--- config.mk ---
export PLATFORM = sky130hd
export DESIGN_NAME = pc_select_unit
export DESIGN_NICKNAME = d
export VERILOG_FILES = /design/src/rtl/pc_sel_pkg.sv /design/src/rtl/pc_select_unit_ras.sv /design/src/rtl/pc_select_unit.sv
export SDC_FILE = /design/constraint.sdc
export NUM_CORES = 1
export LEC_CHECK = 0
export CAP_MARGIN = 0
export CORE_MARGIN = 4
export CORE_UTILIZATION = 40
export DETAILED_ROUTE_END_ITERATION = 8
export HOLD_SLACK_MARGIN = 0.03
export PLACE_DENSITY_LB_ADDON = 0.05
export SKIP_CTS_REPAIR_TIMING = 1
export SLEW_MARGIN = 20
export SYNTH_ARGS = -nofsm -noshare
export SYNTH_HDL_FRONTEND = slang
export SYNTH_SLANG_ARGS = --single-unit
--- constraint.sdc ---
create_clock -name clk -period 9.3 [get_ports clk]
set_input_delay 1.395 -clock clk [delete_from_list [all_inputs] [get_ports clk]]
set_output_delay 1.395 -clock clk [all_outputs]
set_load 0.01 [all_outputs]
--- src/rtl/pc_sel_pkg.sv ---
// pc_sel_pkg: shared encodings and default vectors for the next-PC unit
package pc_sel_pkg;

    typedef enum logic [1:0] {
        JMP_NONE = 2'b00,
        JMP_JR   = 2'b01,
        JMP_JAL  = 2'b10,
        JMP_J    = 2'b11
    } jump_e;

    typedef enum logic [1:0] {
        BR_NONE = 2'b00,
        BR_BEQ  = 2'b01,
        BR_BNE  = 2'b10,
        BR_RSVD = 2'b11
    } branch_e;

    localparam int unsigned RESET_PC_DEF = 32'h0;
    localparam int unsigned EXC_VEC_DEF  = 32'h20;

endpackage

--- src/rtl/pc_select_unit_ras.sv ---
// ras_stack: circular return-address stack; pushes past full overwrite the oldest entry
module ras_stack #(
    parameter int DEPTH = 4,
    parameter int W     = 32
) (
    input  logic         clk,
    input  logic         rst,
    input  logic         push,
    input  logic         pop,
    input  logic [W-1:0] din,
    output logic [W-1:0] top,
    output logic         empty,
    output logic         full
);
    localparam int PW = $clog2(DEPTH);
    localparam int CW = $clog2(DEPTH + 1);

    logic [W-1:0]  mem [DEPTH];
    logic [PW-1:0] ptr;
    logic [CW-1:0] count;

    // ptr is the next write slot, so the top lives one below it
    assign top   = mem[ptr - PW'(1)];
    assign empty = count == '0;
    assign full  = count == CW'(DEPTH);

    always_ff @(posedge clk) begin
        if (rst) begin
            ptr   <= '0;
            count <= '0;
        end else if (push) begin
            ptr   <= ptr + PW'(1);
            count <= full ? count : count + CW'(1);
        end else if (pop && !empty) begin
            ptr   <= ptr - PW'(1);
            count <= count - CW'(1);
        end
    end

    always_ff @(posedge clk) begin
        if (push) mem[ptr] <= din;
    end

endmodule

--- src/rtl/pc_select_unit.sv ---
// pc_select_unit: fetch PC register with branch/jump/exception redirects,
// stall-tolerant redirect buffering and an optional return-address stack.
module pc_select_unit
    import pc_sel_pkg::*;
#(
    parameter int              ADDR_W    = 32,
    parameter int              JIDX_W    = 26,
    parameter int              RAS_DEPTH = 4,
    parameter bit              USE_RAS   = 1'b1,
    parameter logic [ADDR_W-1:0] RESET_PC = ADDR_W'(RESET_PC_DEF),
    parameter logic [ADDR_W-1:0] EXC_VEC  = ADDR_W'(EXC_VEC_DEF)
) (
    input  logic              clk,
    input  logic              rst,
    input  logic              stall,
    input  logic              id_valid,
    input  logic [1:0]        branch,
    input  logic [1:0]        jump,
    input  logic              equal,
    input  logic [ADDR_W-1:0] id_pc,
    input  logic [ADDR_W-1:0] br_off,
    input  logic [JIDX_W-1:0] j_idx,
    input  logic [ADDR_W-1:0] jr_tgt,
    input  logic              exc_req,
    output logic [ADDR_W-1:0] pc,
    output logic              flush,
    output logic              redirect_pending,
    output logic              ras_empty,
    output logic              ras_full
);
    jump_e             jmp;
    branch_e           br;
    logic              take;
    logic              accept;
    logic [ADDR_W-1:0] target;
    logic [ADDR_W-1:0] pend_tgt;
    logic [ADDR_W-1:0] ras_top;

    assign jmp = jump_e'(jump);
    assign br  = branch_e'(branch);

    assign take = id_valid && (jmp != JMP_NONE || (br == BR_BEQ && equal) || (br == BR_BNE && !equal));

    always_comb begin
        target = id_pc + br_off + ADDR_W'(1);
        if (jmp == JMP_J || jmp == JMP_JAL)
            target = {id_pc[ADDR_W-1:JIDX_W], j_idx};
        else if (jmp == JMP_JR)
            target = (USE_RAS && !ras_empty) ? ras_top : jr_tgt;
    end

    // A stalled ID instruction is accepted once; its RAS effect happens then
    assign accept = take && !exc_req && !redirect_pending;

    ras_stack #(.DEPTH(RAS_DEPTH), .W(ADDR_W)) u_ras (
        .clk   (clk),
        .rst   (rst),
        .push  (accept && jmp == JMP_JAL),
        .pop   (accept && jmp == JMP_JR),
        .din   (id_pc + ADDR_W'(1)),
        .top   (ras_top),
        .empty (ras_empty),
        .full  (ras_full)
    );

    always_ff @(posedge clk) begin
        if (rst) begin
            pc               <= RESET_PC;
            flush            <= 1'b0;
            redirect_pending <= 1'b0;
            pend_tgt         <= '0;
        end else if (exc_req) begin
            pc               <= EXC_VEC;
            flush            <= 1'b1;
            redirect_pending <= 1'b0;
        end else if (redirect_pending) begin
            pc               <= stall ? pc : pend_tgt;
            flush            <= !stall;
            redirect_pending <= stall;
        end else if (take) begin
            pc               <= stall ? pc : target;
            pend_tgt         <= target;
            flush            <= !stall;
            redirect_pending <= stall;
        end else begin
            pc               <= stall ? pc : pc + ADDR_W'(1);
            flush            <= 1'b0;
        end
    end

endmodule

---- Word level (Yosys, flattened, before mapping) ----
Memories as Yosys holds them, arrays and structs flattened.
Cells that the tools add are included.
storage, ports and cells
  input port bits ......................... 132
  memory bits (writable) .................. 128
  latch bits .............................. 0
  flip-flop bits (word level) ............. 71
  word-level logic and storage cells ...... 69
  memories kept ........................... 1
  memory bits (read-only) ................. 0
  output and inout port bits .............. 36
operators by class
  div/mod/pow operators ................... 0
  multipliers ............................. 0
  add/subtract/negate cells ............... 8
  mux-type cells .......................... 21
  shift operators ......................... 0
  bitwise logic cells ..................... 2
  reduce and logical (&&, ||, !) cells .... 22
  magnitude comparators ................... 0
  equality and inequality tests ........... 8
memory list
  name       depth  width  rd ports  clocked after memory_dff  wr ports  RTL line                  text
  u_ras.mem  4      32     1         0                         1         pc_select_unit_ras.sv:18  logic [W-1:0] mem [DEPTH];
operator list
  kind                   count
  $mux 32                8
  $add 32x1->32 const B  3
  $add 32x32->32         1
  $mux 3                 3
  $logic_and 1x1->1      8
  $mux 1                 7
  $eq 2x2->1 const B     3
  $mux 6                 1
  $logic_not 1->1        5
  $eq 2x1->1 const B     2
  $mux 2                 2
  $reduce_bool 2->1      2
  $add 3x1->3 const B    1
  $eq 3x3->1 const B     1
  $logic_not 3->1        1
  $logic_or 1x1->1       3
  $reduce_and 3->1       1
  $sub 3x1->3 const B    1
  $add 2x1->2 const B    1
  $ne 2x1->1 const B     1
  $ne 2x2->1 const B     1
  $not 1->1              2
  $reduce_and 2->1       1
  $reduce_or 2->1        1
  $sub 2x1->2 const B    1

---- Longest topological paths before layout ----
  word-level depth ........................ 11
  depth in mapped cells ................... 16
  mapped depth without buffers ............ 13

---- By module ----
A second synthesis with hierarchy kept.
unflattened totals
  cell total of the unflattened synthesis .. 1143
  area, all modules ....................... 11690.0 µm²
by module, submodules not included
  module          seq. area each (µm²)  area each (µm²)  cells an instance  times used
  pc_select_unit  1321.3                6705.2           930                1
  ras_stack       3943.8                4984.8           213                1

---- Worst setup path after synthesis ----
OpenSTA, ideal clock, no wires.
  path kind ............................... input-to-reg
  start point ............................. in id_pc[0]
  end point ............................... reg pc[18]
  buffers on the path ..................... 0
  setup time .............................. 0.070 ns
  stages on the path ...................... 13
  required time ........................... 9.230 ns
  path slack .............................. 5.239 ns
  arrival ................................. 3.992 ns
  path through ............................ inv_1 ha_1 inv_1 fa_1 a211oi_2 o21ai_1 o211a_1 or2_2 a21oi_1 mux2_2 o31ai_1 o211ai_1 a21oi_1
between the ends
  word-level cells in the longest chain between the ends .. 7
RTL lines
  what                  RTL line              text
  from (decl)           pc_select_unit.sv:20  input logic [ADDR_W-1:0] id_pc,
  $add 32x32->32        pc_select_unit.sv:45  target = id_pc + br_off + ADDR_W'(1);
  $add 32x1->32         pc_select_unit.sv:45
  $mux 32               pc_select_unit.sv:48  else if (jmp == JMP_JR)
  $mux 32               pc_select_unit.sv:46  if (jmp == JMP_J || jmp == JMP_JAL)
  $mux 32               pc_select_unit.sv:81  pc <= stall ? pc : target;
  $mux 32               pc_select_unit.sv:80  end else if (take) begin
  $mux 32               pc_select_unit.sv:76  end else if (redirect_pending) begin
  to (signal assigned)  pc_select_unit.sv:77  pc <= stall ? pc : pend_tgt;
  to (signal assigned)  pc_select_unit.sv:81
  to (signal assigned)  pc_select_unit.sv:86  pc <= stall ? pc : pc + ADDR_W'(1);
  to (decl)             pc_select_unit.sv:25  output logic [ADDR_W-1:0] pc,
Every way passes these cells. The select of a mux whose other input is x is not followed.
A chain may end at the register's enable or synchronous reset.

---- Worst setup path in the final report ----
  start point ............................. in jump[0]
  end point ............................... reg pend_tgt[16]
between the ends
  word-level cells in the longest chain between the ends .. 5
  elaborated cells on any way between the ends .. 11
  those cells by class .................... eq/ne (3); mux (2); reduce/logical (6)
RTL lines
  what                            RTL line              text
  from (decl)                     pc_select_unit.sv:18  input logic [1:0] jump,
  $reduce_bool 2->1               pc_select_unit.sv:42  assign take = id_valid && (jmp != JMP_NONE || (br == BR_BEQ && equal) || (br == BR_BNE && !equal));
  $logic_or 1x1->1 (2 in series)  pc_select_unit.sv:42
  $logic_and 1x1->1               pc_select_unit.sv:42
  $reduce_and 3->1 (no line)      -
  to (signal assigned)            pc_select_unit.sv:82  pend_tgt <= target;
  to (decl)                       pc_select_unit.sv:36  logic [ADDR_W-1:0] pend_tgt;
Several ways; a longest one is shown, not always the timed one.

==> reports/metrics.csv <==
stage;metric;value;unit
clocking;Longest Clk Path Bufs;2;
timing;Final Max Slew Viols;0;
timing;FMAX;212.5;MHz
worst_setup_path;worst reg2reg path startpoint;u_ras.ptr[0];
clocking;Worst-Skew Late Latency;0.45;ns
power;PwrDens;153.3;nW/µm²
detailed_routing;DRC;0;
detailed_routing;Routed Antenna Nets;0;
yosys;ys flop type;edfxtp_1;
worst_setup_path;crit-path leading delay family;buffers and inverters;
yosys;Avg Inst Size Synth;9.944;µm²
detailed_routing;DR iter-0 viols;927;
power;static leakage;4.946;nW
yosys;sequential area share after synthesis;0.4517;
global_route;first-pass GRT wire length;55750;µm
placed_design;DP Wirelength;27010;µm
worst_setup_path;CP Capture Type;register;
yosys;post-synthesis register bit count;199;
worst_setup_path;critical path type;in -> reg;
floorplanning;die area;31930;µm²
job;max-cap check violation count;0;
yosys;Async SR Flop Fraction;0;
placed_design;gpl congestion;0.8876;
timing;Tcrit/Tclk final;0.5059;
global_route;vias in the first global route;9265;
timing;Final Skew;0.01337;ns
worst_setup_path;Critical Path AT;5.06;ns
floorplanning;CORE AREA;28700;µm²
timing;PnR worst setup slack;4.595;ns
timing;RSZ-0062 raised after global routing;false;
placed_design;Place WS;4.132;ns
clocking;CTS sink cnt;199;
finish;ant diodes;0;
finish;post-layout util;0.4983;
floorplanning;I/O pin count;168;
timing;setup_tns;0;ns
detailed_routing;wire per inst;21.41;µm
clocking;clk root buf;clkbuf_16;
yosys;post-synth top area cell;edfxtp_1;
global_route;largest net degree at the start of global routing;44;
yosys;Post-Synthesis Cell Area;11650;µm²
yosys;Mapped Cells;1172;
detailed_routing;final WL;36520;µm
worst_hold_path;Hold Path Class;reg -> reg;
yosys;number of synthesized flops with an enable pin;128;
power;peak supply drop;0.0001353;V
timing;relative slew slack;0.2874;
floorplanning;die height;178.7;µm
finish;layout cell share with drive strength beyond 1;0.08699;
global_route;overflow left after global routing;0;
timing;Min Clock Period, post-route;4.705;ns
worst_setup_path;CP max stage delay;0.55;ns
clocking;Worst-path clk slew;0.08;ns
global_route;Overall Global Routing Usage;0.2284;
timing;actual slew at the worst max-slew pin;1.065;ns
worst_setup_path;worst path bufs/invs;4;
yosys;syn nets;1343;
clocking;Clock H-tree levels;4;
yosys;top cells by area, synth;edfxtp_1 (33%), dfxtp_1 (12%), mux4_2 (6.2%);
timing;hold_ws;0.4558;ns
detailed_routing;DR pass1 iterations;5;
timing;setup violators final;0;
worst_setup_path;WP data required;9.65;ns
detailed_routing;detailed-route vias per instance;5.643;
yosys;Synth Warn #;0;
finish;final net count;1480;
yosys;Yosys top cell area share;0.3298;
worst_setup_path;CP max FO;36;
worst_setup_path;CP Cell Sequence;clkdlybuf4s50_1 > buf_4 > inv_1 > nand2_1 > o31a_1 > nand2_1 > nor2_2 > buf_4 > nor2_1 > a311oi_1;
global_route;initial antenna violation count;0;
floorplanning;Initial Utilization;0.4061;
worst_setup_path;critical path's slowest cell;nand2_1;
run_status;status;finished clean;
detailed_routing;routed vias;9627;
worst_setup_path;startpoint types;input port;
yosys;Synth cell types;79;
clocking;CTS tree;built;
timing;Final Hold Fails;0;
worst_hold_path;hold path start;pend_tgt[14];
floorplanning;row count;62;
clocking;TritonCTS Buffers;17;
placed_design;IO buf count;167;
worst_setup_path;Critical Path Start;jump[0];
floorplanning;chip width;178.7;µm
finish;Area Growth Syn to Fin;22.71;%
[worst paths after layout]
check                      end  slack [ns]  depth (start not counted)
setup / recovery  pend_tgt[16]        4.59                         10
hold / removal    pend_tgt[14]        0.46                          2
setup reg to reg        pc[17]        5.50                         11
hold reg to reg   pend_tgt[14]        0.46                          2
[where the power goes]
group / switching, W / total, W / internal [W]
registers: 0.0000150 / 0.000973 / 0.000958
logic: 0.000246 / 0.000431 / 0.000185
clock network: 0.000411 / 0.000789 / 0.000378
total: 0.000672 / 0.00219 / 0.00152
[layout by cell type, fill, tap and decap left out, types with 7 or more instances in the layout]
cell and instances:
nor3_1 21, o21ai_0 55, a211oi_1 15, a21o_1 9, nor2_1 94, a21oi_1 94, buf_4 17, edfxtp_1 128
nand4_1 11, o21a_1 14, clkdlybuf4s50_1 167, clkbuf_16 17, and3_1 30, or3_1 18, inv_1 22, xnor2_1 55
nand2_1 159, dfxtp_1 70, ha_1 37, xor2_1 24, o21ai_1 7, a221oi_1 11, nand3_1 40, mux2i_1 11
and2_1 13, mux4_2 32, o211ai_1 20
[synthesized netlist by cell type (4+ instances only)]
| library cell | count |
|---|---|
| nand4_1 | 11 |
| o21bai_1 | 6 |
| mux2i_1 | 11 |
| and3_1 | 30 |
| xor2_1 | 24 |
| nor3b_1 | 4 |
| a21o_1 | 9 |
| or3_1 | 18 |
| nor3_1 | 21 |
| a31oi_1 | 6 |
| buf_2 | 13 |
| and2_1 | 13 |
| ha_1 | 37 |
| nor2_1 | 96 |
| clkbuf_1 | 45 |
| o21ai_0 | 55 |
| edfxtp_1 | 128 |
| inv_1 | 22 |
| o31a_1 | 4 |
| o21a_1 | 14 |
| a41oi_1 | 4 |
| o21ai_1 | 7 |
| and4_1 | 4 |
| a221oi_1 | 11 |
| o31ai_1 | 5 |
| nand2_1 | 159 |
| buf_1 | 7 |
| mux4_2 | 32 |
| o211ai_1 | 20 |
| xnor2_1 | 55 |
| a21oi_1 | 94 |
| nand3_1 | 40 |
| or2_2 | 4 |
| dfxtp_1 | 71 |
| a211oi_1 | 15 |
[sequential cells by signal (all words and copies together), names as in the netlist]
register          count
redirect_pending      1
pc                   32
pend_tgt             32
u_ras.ptr             2
u_ras.count           3
u_ras.mem           128
flush                 1
[stage by stage]
step / cells / area, µm² / power, W
3_5_place_dp: 1674 / 13680 / 0.001421
3_3_place_gp: 1674 / 13680 / 0.001420
6_report: 1706 / 14300 / 0.002192
2_1_floorplan: 1172 / 11650 / 0.001245
5_1_grt: 1706 / 14300 / 0.002283
4_1_cts: 1706 / 14300 / 0.002205
[worst register-to-register path: stages (launching register included)]
cell,delay (ns)
dfxtp_2,0.32
buf_4,0.55
inv_1,0.18
ha_1,0.85
buf_4,0.43
mux4_2,0.43
nand2_1,0.10
a21oi_1,0.07
a21oi_1,0.22
o21ai_0,0.24
o21ai_0,0.22
a21oi_1,0.09
[layout make-up]
cell class / count / area [µm²]
Fill cell: 2746 / 14400
Sequential cell: 199 / 5266
Clock inverter: 15 / 197.7
Multi-Input combinational cell: 883 / 6042
Timing Repair Buffer: 184 / 1799
Tap cell: 384 / 480.5
Clock buffer: 17 / 425.4
Inverter: 24 / 90.09
[cells by family after synthesis]
kind of cell	Yosys count	synth area share
xor+xnor	79	0.05937
simple gates	420	0.1669
buf+inv	90	0.03103
compound gates	299	0.1736
flops	199	0.4517
mux	46	0.07418
fa+ha+maj	39	0.04316
[per-layer routing]
layer / part of all wire / global-route usage / wire, µm
met5: 0 / 0 / 0
met1: 0.48 / 0.3487 / 17660
met2: 0.46 / 0.3564 / 16750
met3: 0.049 / 0.02573 / 1776
met4: 0.0093 / 0.03870 / 338
(Power assumes the default switching activity.)
